**src/rtl/cmp_share_pkg.sv**
```systemverilog
// cmp_share_pkg: shared types and constants for the shared-comparator arbiter.
//   state_e       response register occupancy (ST_EMPTY / ST_FULL)
//   cmp_result_t  three-way compare result, exactly one bit set when valid
//   CMP_N_DEFAULT default operand width
//   CMP_R_DEFAULT default requester count
//   iw_of()       index width for R requesters, never less than 1
package cmp_share_pkg;

    localparam int unsigned CMP_N_DEFAULT = 8;
    localparam int unsigned CMP_R_DEFAULT = 4;

    typedef enum logic {
        ST_EMPTY = 1'b0,
        ST_FULL  = 1'b1
    } state_e;

    typedef struct packed {
        logic greater;
        logic equal;
        logic lesser;
    } cmp_result_t;

    function automatic int unsigned iw_of(int unsigned r);
        return (r > 2) ? $clog2(r) : 1;
    endfunction

endpackage

```
**src/rtl/cmp_share_arb_if.sv**
```systemverilog
// cmp_share_arb_if: request/response bundle between client engines and the arbiter.
// Parameters: N operand width, R requester count.
//   req_valid/req_ready  per-requester handshake (req_ready one-hot or zero)
//   req_a/req_b          packed operands, requester i at [i*N +: N]
//   rsp_valid/rsp_ready  single response handshake
//   rsp_id               winning requester index
//   rsp_greater/equal/lesser  registered three-way result
// Modports: master = client side, slave = arbiter side.
interface cmp_share_arb_if
    import cmp_share_pkg::*;
#(
    parameter int unsigned N = CMP_N_DEFAULT,
    parameter int unsigned R = CMP_R_DEFAULT
) ();
    localparam int unsigned IW = iw_of(R);

    logic [R-1:0]   req_valid;
    logic [R-1:0]   req_ready;
    logic [R*N-1:0] req_a;
    logic [R*N-1:0] req_b;
    logic           rsp_valid;
    logic           rsp_ready;
    logic [IW-1:0]  rsp_id;
    logic           rsp_greater;
    logic           rsp_equal;
    logic           rsp_lesser;

    modport master (
        output req_valid, req_a, req_b, rsp_ready,
        input  req_ready, rsp_valid, rsp_id, rsp_greater, rsp_equal, rsp_lesser
    );

    modport slave (
        input  req_valid, req_a, req_b, rsp_ready,
        output req_ready, rsp_valid, rsp_id, rsp_greater, rsp_equal, rsp_lesser
    );

endinterface

```
**src/rtl/rr_grant.sv**
```systemverilog
// rr_grant: rotating-priority grant. Priority starts at ptr and walks upward,
// wrapping from R-1 to 0; the first asserted request wins.
// Ports:
//   req        R-wide request vector
//   ptr        highest-priority index (expected < R)
//   gnt        one-hot grant, zero when no request
//   gnt_idx    encoded index of the grant
//   gnt_valid  any request granted
module rr_grant #(
    parameter int unsigned R  = 4,
    parameter int unsigned IW = 2
) (
    input  logic [R-1:0]  req,
    input  logic [IW-1:0] ptr,
    output logic [R-1:0]  gnt,
    output logic [IW-1:0] gnt_idx,
    output logic          gnt_valid
);

    logic [IW-1:0] idx;

    always_comb begin
        gnt       = '0;
        gnt_idx   = '0;
        gnt_valid = 1'b0;
        idx       = '0;
        for (int unsigned off = 0; off < R; off++) begin
            idx = IW'((32'(ptr) + off) % R);
            if (!gnt_valid && req[idx]) begin
                gnt[idx]  = 1'b1;
                gnt_idx   = idx;
                gnt_valid = 1'b1;
            end
        end
    end

endmodule

```
**src/rtl/cmp_share_arb.sv**
```systemverilog
// cmp_share_arb: round-robin sharing of one N-bit magnitude comparator among
// R requesters, with a single-entry registered response.
// Ports:
//   clk    rising-edge clock
//   rst_n  asynchronous active-low reset
//   bus    cmp_share_arb_if.slave (request vector in, response out)
// Build option: define CMP_SHARE_SIGNED_EN for two's-complement comparison;
// the default build compares unsigned.
module cmp_share_arb
    import cmp_share_pkg::*;
#(
    parameter int unsigned N = CMP_N_DEFAULT,
    parameter int unsigned R = CMP_R_DEFAULT
) (
    input  logic             clk,
    input  logic             rst_n,
    cmp_share_arb_if.slave   bus
);

    localparam int unsigned IW = iw_of(R);

    state_e        state_q;
    cmp_result_t   rsp_q;
    logic [IW-1:0] rsp_id_q;
    logic [IW-1:0] ptr_q;

    logic [R-1:0]  gnt;
    logic [IW-1:0] gnt_idx;
    logic          gnt_valid;
    logic          can_accept;
    logic          transfer;
    logic [N-1:0]  sel_a;
    logic [N-1:0]  sel_b;
    cmp_result_t   cmp_res;

    rr_grant #(
        .R  (R),
        .IW (IW)
    ) u_rr_grant (
        .req       (bus.req_valid),
        .ptr       (ptr_q),
        .gnt       (gnt),
        .gnt_idx   (gnt_idx),
        .gnt_valid (gnt_valid)
    );

    // rst_n gates acceptance so no req_ready escapes while reset is held.
    assign can_accept    = rst_n && ((state_q == ST_EMPTY) || bus.rsp_ready);
    assign bus.req_ready = can_accept ? gnt : '0;
    assign transfer      = can_accept && gnt_valid;

    always_comb begin
        sel_a = bus.req_a[gnt_idx*N +: N];
        sel_b = bus.req_b[gnt_idx*N +: N];
`ifdef CMP_SHARE_SIGNED_EN
        cmp_res.greater = $signed(sel_a) > $signed(sel_b);
        cmp_res.lesser  = $signed(sel_a) < $signed(sel_b);
`else
        cmp_res.greater = sel_a > sel_b;
        cmp_res.lesser  = sel_a < sel_b;
`endif
        cmp_res.equal   = sel_a == sel_b;
    end

    always_ff @(posedge clk or negedge rst_n) begin
        if (!rst_n) begin
            state_q  <= ST_EMPTY;
            rsp_q    <= '0;
            rsp_id_q <= '0;
            ptr_q    <= '0;
        end else begin
            // A transfer always wins over a drain, so back-to-back compares
            // keep rsp_valid high.
            if (transfer) begin
                state_q  <= ST_FULL;
                rsp_q    <= cmp_res;
                rsp_id_q <= gnt_idx;
                ptr_q    <= (gnt_idx == IW'(R - 1)) ? '0 : gnt_idx + 1'b1;
            end else begin
                case (state_q)
                    ST_FULL: begin
                        if (bus.rsp_ready) begin
                            state_q <= ST_EMPTY;
                        end
                    end
                    default: state_q <= ST_EMPTY;
                endcase
            end
        end
    end

    assign bus.rsp_valid   = (state_q == ST_FULL);
    assign bus.rsp_id      = rsp_id_q;
    assign bus.rsp_greater = rsp_q.greater;
    assign bus.rsp_equal   = rsp_q.equal;
    assign bus.rsp_lesser  = rsp_q.lesser;

endmodule

```
**src/flat_wrapper.sv**
```systemverilog
// flat-port wrapper written by rule: the top's interface ports become plain ports
module cmp_share_arb_flat import cmp_share_pkg::*;
#(
    parameter int unsigned N = CMP_N_DEFAULT,
    parameter int unsigned R = CMP_R_DEFAULT
)
  (clk, rst_n, bus_req_valid, bus_req_a, bus_req_b, bus_rsp_ready, bus_req_ready, bus_rsp_valid, bus_rsp_id, bus_rsp_greater, bus_rsp_equal, bus_rsp_lesser);
  cmp_share_arb_if #(.N(N), .R(R)) bus_i ();
  input  logic clk;
  input  logic rst_n;
  input wire logic [$bits(bus_i.req_valid)-1:0] bus_req_valid;
  input wire logic [$bits(bus_i.req_a)-1:0] bus_req_a;
  input wire logic [$bits(bus_i.req_b)-1:0] bus_req_b;
  input wire logic [$bits(bus_i.rsp_ready)-1:0] bus_rsp_ready;
  output wire logic [$bits(bus_i.req_ready)-1:0] bus_req_ready;
  output wire logic [$bits(bus_i.rsp_valid)-1:0] bus_rsp_valid;
  output wire logic [$bits(bus_i.rsp_id)-1:0] bus_rsp_id;
  output wire logic [$bits(bus_i.rsp_greater)-1:0] bus_rsp_greater;
  output wire logic [$bits(bus_i.rsp_equal)-1:0] bus_rsp_equal;
  output wire logic [$bits(bus_i.rsp_lesser)-1:0] bus_rsp_lesser;
  assign bus_i.req_valid = bus_req_valid;
  assign bus_i.req_a = bus_req_a;
  assign bus_i.req_b = bus_req_b;
  assign bus_i.rsp_ready = bus_rsp_ready;
  assign bus_req_ready = bus_i.req_ready;
  assign bus_rsp_valid = bus_i.rsp_valid;
  assign bus_rsp_id = bus_i.rsp_id;
  assign bus_rsp_greater = bus_i.rsp_greater;
  assign bus_rsp_equal = bus_i.rsp_equal;
  assign bus_rsp_lesser = bus_i.rsp_lesser;
  cmp_share_arb #(.N(N), .R(R)) u_core (.clk(clk), .rst_n(rst_n), .bus(bus_i));
endmodule
```
**config.mk**
```make
export PLATFORM = sky130hd
export DESIGN_NAME = cmp_share_arb_flat
export DESIGN_NICKNAME = d
export VERILOG_FILES = /design/src/rtl/cmp_share_pkg.sv /design/src/rtl/cmp_share_arb_if.sv /design/src/rtl/rr_grant.sv /design/src/rtl/cmp_share_arb.sv /design/src/flat_wrapper.sv
export SDC_FILE = /design/constraint.sdc
export NUM_CORES = 1
export LEC_CHECK = 0
export ABC_CLOCK_PERIOD_IN_PS = 6500
export CAP_MARGIN = 25
export CORE_MARGIN = 4
export CORE_UTILIZATION = 42
export CTS_BUF_LIST = sky130_fd_sc_hd__clkbuf_8
export CTS_CLUSTER_SIZE = 40
export DETAILED_ROUTE_END_ITERATION = 12
export HOLD_SLACK_MARGIN = 0.15
export PLACE_DENSITY = 0.88
export RECOVER_POWER = 100
export REMOVE_ABC_BUFFERS = 1
export SETUP_SLACK_MARGIN = 0.02
export SKIP_LAST_GASP = 1
export SLEW_MARGIN = 20
export SYNTH_ARGS = -nofsm -noshare
export SYNTH_HDL_FRONTEND = slang
export SYNTH_HIERARCHICAL = 1
export SYNTH_SLANG_ARGS = --single-unit
```
**constraint.sdc**
```tcl
create_clock -name clk -period 6.5 [get_ports clk]
set_clock_uncertainty 0.2 [all_clocks]
set_input_delay 0.65 -clock clk [delete_from_list [all_inputs] [get_ports clk]]
set_output_delay 0.65 -clock clk [all_outputs]
set_load 0.005 [all_outputs]
```
Word-level counts from Yosys, hierarchy flattened
Index checks and enable logic that the tools add are counted.

Add/subtract/negate cells: 4. Order comparisons: 10. Equality and inequality tests: 2. Shift operators: 2. Multiplexer cells: 33. Bitwise logic cells: 4. Reductions and logical operators: 13.

Operators by type and width (count): $shiftx A32 B6 Y8 (2); $mux W4 (5); $mux W1 (15); $lt A2 B3 Y1 const B (4); $or A4 B4 Y4 (3); $mux W2 (5); $logic_and A1 B1 Y1 (9); $bmux W1 S2 (4); $demux W1 S2 (4); $eq A8 B8 Y1 (1); $ge A2 B1 Y1 const B (4); $gt A8 B8 Y1 (1); $lt A8 B8 Y1 (1); $add A2 B1 Y2 const B (2); $add A2 B2 Y2 const B (2); $logic_not A1 Y1 (3); $eq A2 B2 Y1 const B (1); $logic_or A1 B1 Y1 (1); $not A1 Y1 (1).

Register bits: 8. Output and inout bits: 10.

Longest topological paths before layout
Depth after elaboration: 14. Depth in mapped cells: 17. Depth with buffers taken out: 13.

By module
The synthesis kept the hierarchy.

By module, submodules not included: cmp_share_arb (times used 1, cells an instance 74, area each 972.2 µm², sequential area each 200.2 µm²); rr_grant (times used 1, cells an instance 45, area each 419.2 µm², sequential area each 0.0 µm²).

Least setup slack after synthesis
Ideal clock, no wire load.

Path type: reg-to-reg. Start: register u_core.ptr_q[0]. End: register u_core.rsp_q (netlist bit u_core/bus.rsp_greater). Setup time: 0.104 ns. Arrival: 3.493 ns. Setup slack: 2.703 ns. Cell stages (with the launch flop): 17. Buffers on the path: 4. Cell sequence: dfrtp_1 -> buf_6 -> inv_1 -> ha_1 -> mux4_2 -> buf_6 -> and2b_2 -> o21ai_0 -> o31ai_1 -> buf_6 -> buf_12 -> mux4_2 -> ha_1 -> nor2b_1 -> o211ai_1 -> a21o_1 -> a221oi_1.

Longest elaborated chain between the ends: 14.

Ends and longest elaborated chain: start, declared (RTL line cmp_share_arb.sv:25) `logic [IW-1:0] ptr_q;`; start signal, assigned (RTL line cmp_share_arb.sv:78) `ptr_q <= (gnt_idx == IW'(R - 1)) ? '0 : gnt_idx + 1'b1;`; branches (longest 11 deep; another with $add A2 B1 Y2); $mux W2 * (RTL line rr_grant.sv:29) `if (!gnt_valid && req[idx]) begin`; via u_core.gnt_idx[0] (RTL line cmp_share_arb.sv:28) `logic [IW-1:0] gnt_idx;`; $shiftx A32 B6 Y8 (on tied branches) (RTL line cmp_share_arb.sv:53, cmp_share_arb.sv:54); $gt A8 B8 Y1 * (RTL line cmp_share_arb.sv:59) `cmp_res.greater = sel_a > sel_b;`; end signal, assigned (RTL line cmp_share_arb.sv:76) `rsp_q <= cmp_res;`; end, declared (RTL line cmp_share_arb.sv:23) `cmp_result_t rsp_q;`.

Mark *: on every way through the listed nets, which the timed path passes. The select of a mux whose other input is x is not followed. A chain may end at the register's enable or synchronous reset.

Final worst setup path
Ends and elaborated chain as after synthesis.

==> out/qor.yml <==
htreeDepth: 1
power_leakage_uw: 0.000936
final_cell_mix: "clkdlybuf4s50_1, inv_1, ha_1"
grt_overflow: 0
instances_no_fill: 239
r2r_end: "u_core/bus.rsp_greater$_DFFE_PN0P_"
n_antenna_cell: 0
dpl.hpwl_um: 3710
crit_required_ns: 6.41
drc: 0
first_pass_iters: 4
coreArea_um2: 3100
drv_cap: 0
slew_headroom_pct: 40.7
hp-start: "u_core/bus.rsp_equal$_DFFE_PN0P_"
fp-row-count: 20
initial_core_util_pct: 44.8
peakVddDrop_mv: 0.337
dieArea_um2: 4300
syn_area_um2: 1390
hold_depth: 1
grt_pass1_vias: 1532
grtUsageTotal_pct: 19.5
clock-sinks: 8
synth_area_per_cell_um2: 11.7
cts_tree: "done"
vias_per_cell: 5.85
area_growth_pct: 59.8
critical_path.slowest_cell: "nor4b_1"
port_buffers: 80
die_width_um: 65.6
finalCritPeriodShare_pct: 74.8
ys_seq_area_share_pct: 14.4
hp-class: "reg -> reg"
clock_latency_ns: 0.22
cts_resized: 0
cp_max_fo: 18
die_h_um: 65.6
dp.cells: 236
wl_per_cell_um: 17.6
vias: 1397
postCtsSetupBuffers: 0
critPathCaptureType: "flop"
fin_crit_ns: 4.86
ios: 81
timing.fmax_mhz: 206
worstSetupPathType: "reg -> reg"
crit_chain: "inv_1, ha_1, mux4_2, nor4b_1, nor2_1, a32o_1, mux4_2, ha_1, nor2b_1, o211ai_1, a21o_1, a221oi_1"
synthCells: 119
yosysTopAreaCellShare_pct: 18.9
netlist_top_cells_area: "mux4_1, mux4_2, dfrtp_1"
grt_max_degree: 19
reg2reg_slack_ns: 1.64
finalPower_uw: 1080
yosys_warnings: 6
timing.rr.start: "u_core/ptr_q[0]$_DFFE_PN0P_"
layout_commonest_cell: "clkdlybuf4s50_1"
finalHoldViolations: 0
rsz0062_at_grt: "no"
hold_buffers: 0
ant_nets: 0
gp_congestion: 0.787
grt_pass1_wl_um: 6450
synthDistinctLibCells: 34
status: "completed"
clk_pin_slew_ns: 0.04
antenna_found_initial: 0
cts_buffers: 3
fin_nets: 282
clockRootBuffer: "clkbuf_8"
detail_route.iter0.violations: 61
drive_above_1_share_pct: 11.3
holdWs_ns: 0.304
drv_slew: 0
cpPeakStageDelay_ns: 0.80
cp_data_arrival_time_ns: 4.77
reg2reg_depth: 12
wl_um: 4210
synth_area_leader_cell: "mux4_1"
setup_viol: 0
synth-seq-cells: 8
worstMarginPinSlew_ns: 0.877
min_to: "u_core/bus.rsp_equal$_DFFE_PN0P_"
p_per_area_nw_per_um2: 485
cp-start-kind: "flop"
setup_tns_ns: 0
clk_path_buf_depth: 2
==> cells in the mapped netlist <==
cell type and n:
o311ai_0 1, and2b_2 1, buf_6 3, nand3_1 1, clkbuf_1 1, nand2b_4 1
nor2_1 2, o21ai_0 6, nand4_1 3, nand2b_1 1, mux4_2 10, a22oi_1 8
a21o_1 2, a21oi_1 3, o31ai_1 2, inv_1 14, ha_1 14, nor3_1 3
mux4_1 10, nor4b_4 1, a22o_1 1, buf_4 1, buf_12 1, mux2_2 5
dfrtp_1 8, nand2_1 3, a32o_1 1, nor4_1 1, o211ai_1 2, a221oi_1 1
mux2i_1 1, nor2b_1 1, and3_1 4, buf_2 2
==> worst max-delay path, delay by kind of cell, from the launching register on <==
kind                       cells  cell delay [ns]
muxes                          2             0.81
adders and majority gates      2             0.71
AOI/OAI and AO/OA              4             1.08
and+or+nand+nor                3             1.07
buffers and inverters          1             0.17
DFF                            1             0.69
==> worst max path at each step <==
stage | start | to | slack, ns | cells after the start
detailed placement | bus_req_valid[0] | u_core/bus.rsp_greater$_DFFE_PN0P_ | 1.86 | 12
global placement | bus_req_valid[0] | u_core/bus.rsp_greater$_DFFE_PN0P_ | 1.88 | 12
global route | u_core/ptr_q[0]$_DFFE_PN0P_ | u_core/bus.rsp_greater$_DFFE_PN0P_ | 1.45 | 12
floorplan | u_core/ptr_q[0]$_DFFE_PN0P_ | u_core/bus.rsp_greater$_DFFE_PN0P_ | 1.22 | 11
finish | u_core/ptr_q[0]$_DFFE_PN0P_ | u_core/bus.rsp_greater$_DFFE_PN0P_ | 1.64 | 12
CTS | u_core/ptr_q[0]$_DFFE_PN0P_ | u_core/bus.rsp_greater$_DFFE_PN0P_ | 1.96 | 11
==> sequential cells by signal (all words and copies together), names as in the netlist <==
register                count
u_core/bus.rsp_equal        1
u_core/bus.rsp_valid        1
u_core/bus.rsp_lesser       1
u_core/bus.rsp_greater      1
u_core/ptr_q                2
u_core/bus.rsp_id           2
==> power breakdown <==
| part | internal, µW | leakage (µW) | switching, µW | total, µW |
|---|---|---|---|---|
| Clock | 40.0 | 0.0000216 | 18.4 | 58.4 |
| Combinational | 483 | 0.000817 | 431 | 913 |
| Sequential | 73.1 | 0.0000971 | 34.1 | 107 |
| Total | 596 | 0.000936 | 483 | 1080 |
==> through the flow <==
stage          instance area [µm²]  util (%)  setup WS (ns)
4_1_cts                       2240      72.1           1.96
5_1_grt                       2220      71.7           1.45
3_3_place_gp                  2190      70.4           1.88
6_report                      2220      71.7           1.64
2_1_floorplan                 1320         -           1.22
3_5_place_dp                  2200      70.8           1.86
==> routing by layer <==
metal | routed length, µm | GRT usage, % | share of wire [%] | vias up
met3 | 444 | 7.35 | 11 | 8
met5 | 0 | 0 | 0 | -
met2 | 2270 | 37.5 | 54 | 75
met1 | 1430 | 18.4 | 34 | 673
li1 | - | - | - | 641
met4 | 68 | 6.99 | 1.6 | 0
==> kinds of logic after synthesis <==
kind of cell	synth area share (%)
flops	14.4
compound gates	13.4
mux	39.8
fa+ha+maj	12.6
buf+inv	9.17
simple gates	10.6
==> cell type report <==
cell class / count / area [µm²]
clock buffer: 3 / 41.3
sequential: 8 / 200
multi-input combinational: 89 / 1060
inverter: 14 / 52.6
timing repair buffer: 81 / 812
tap: 44 / 55.1
fill: 235 / 880
Power figures use the tool's default switching activity.
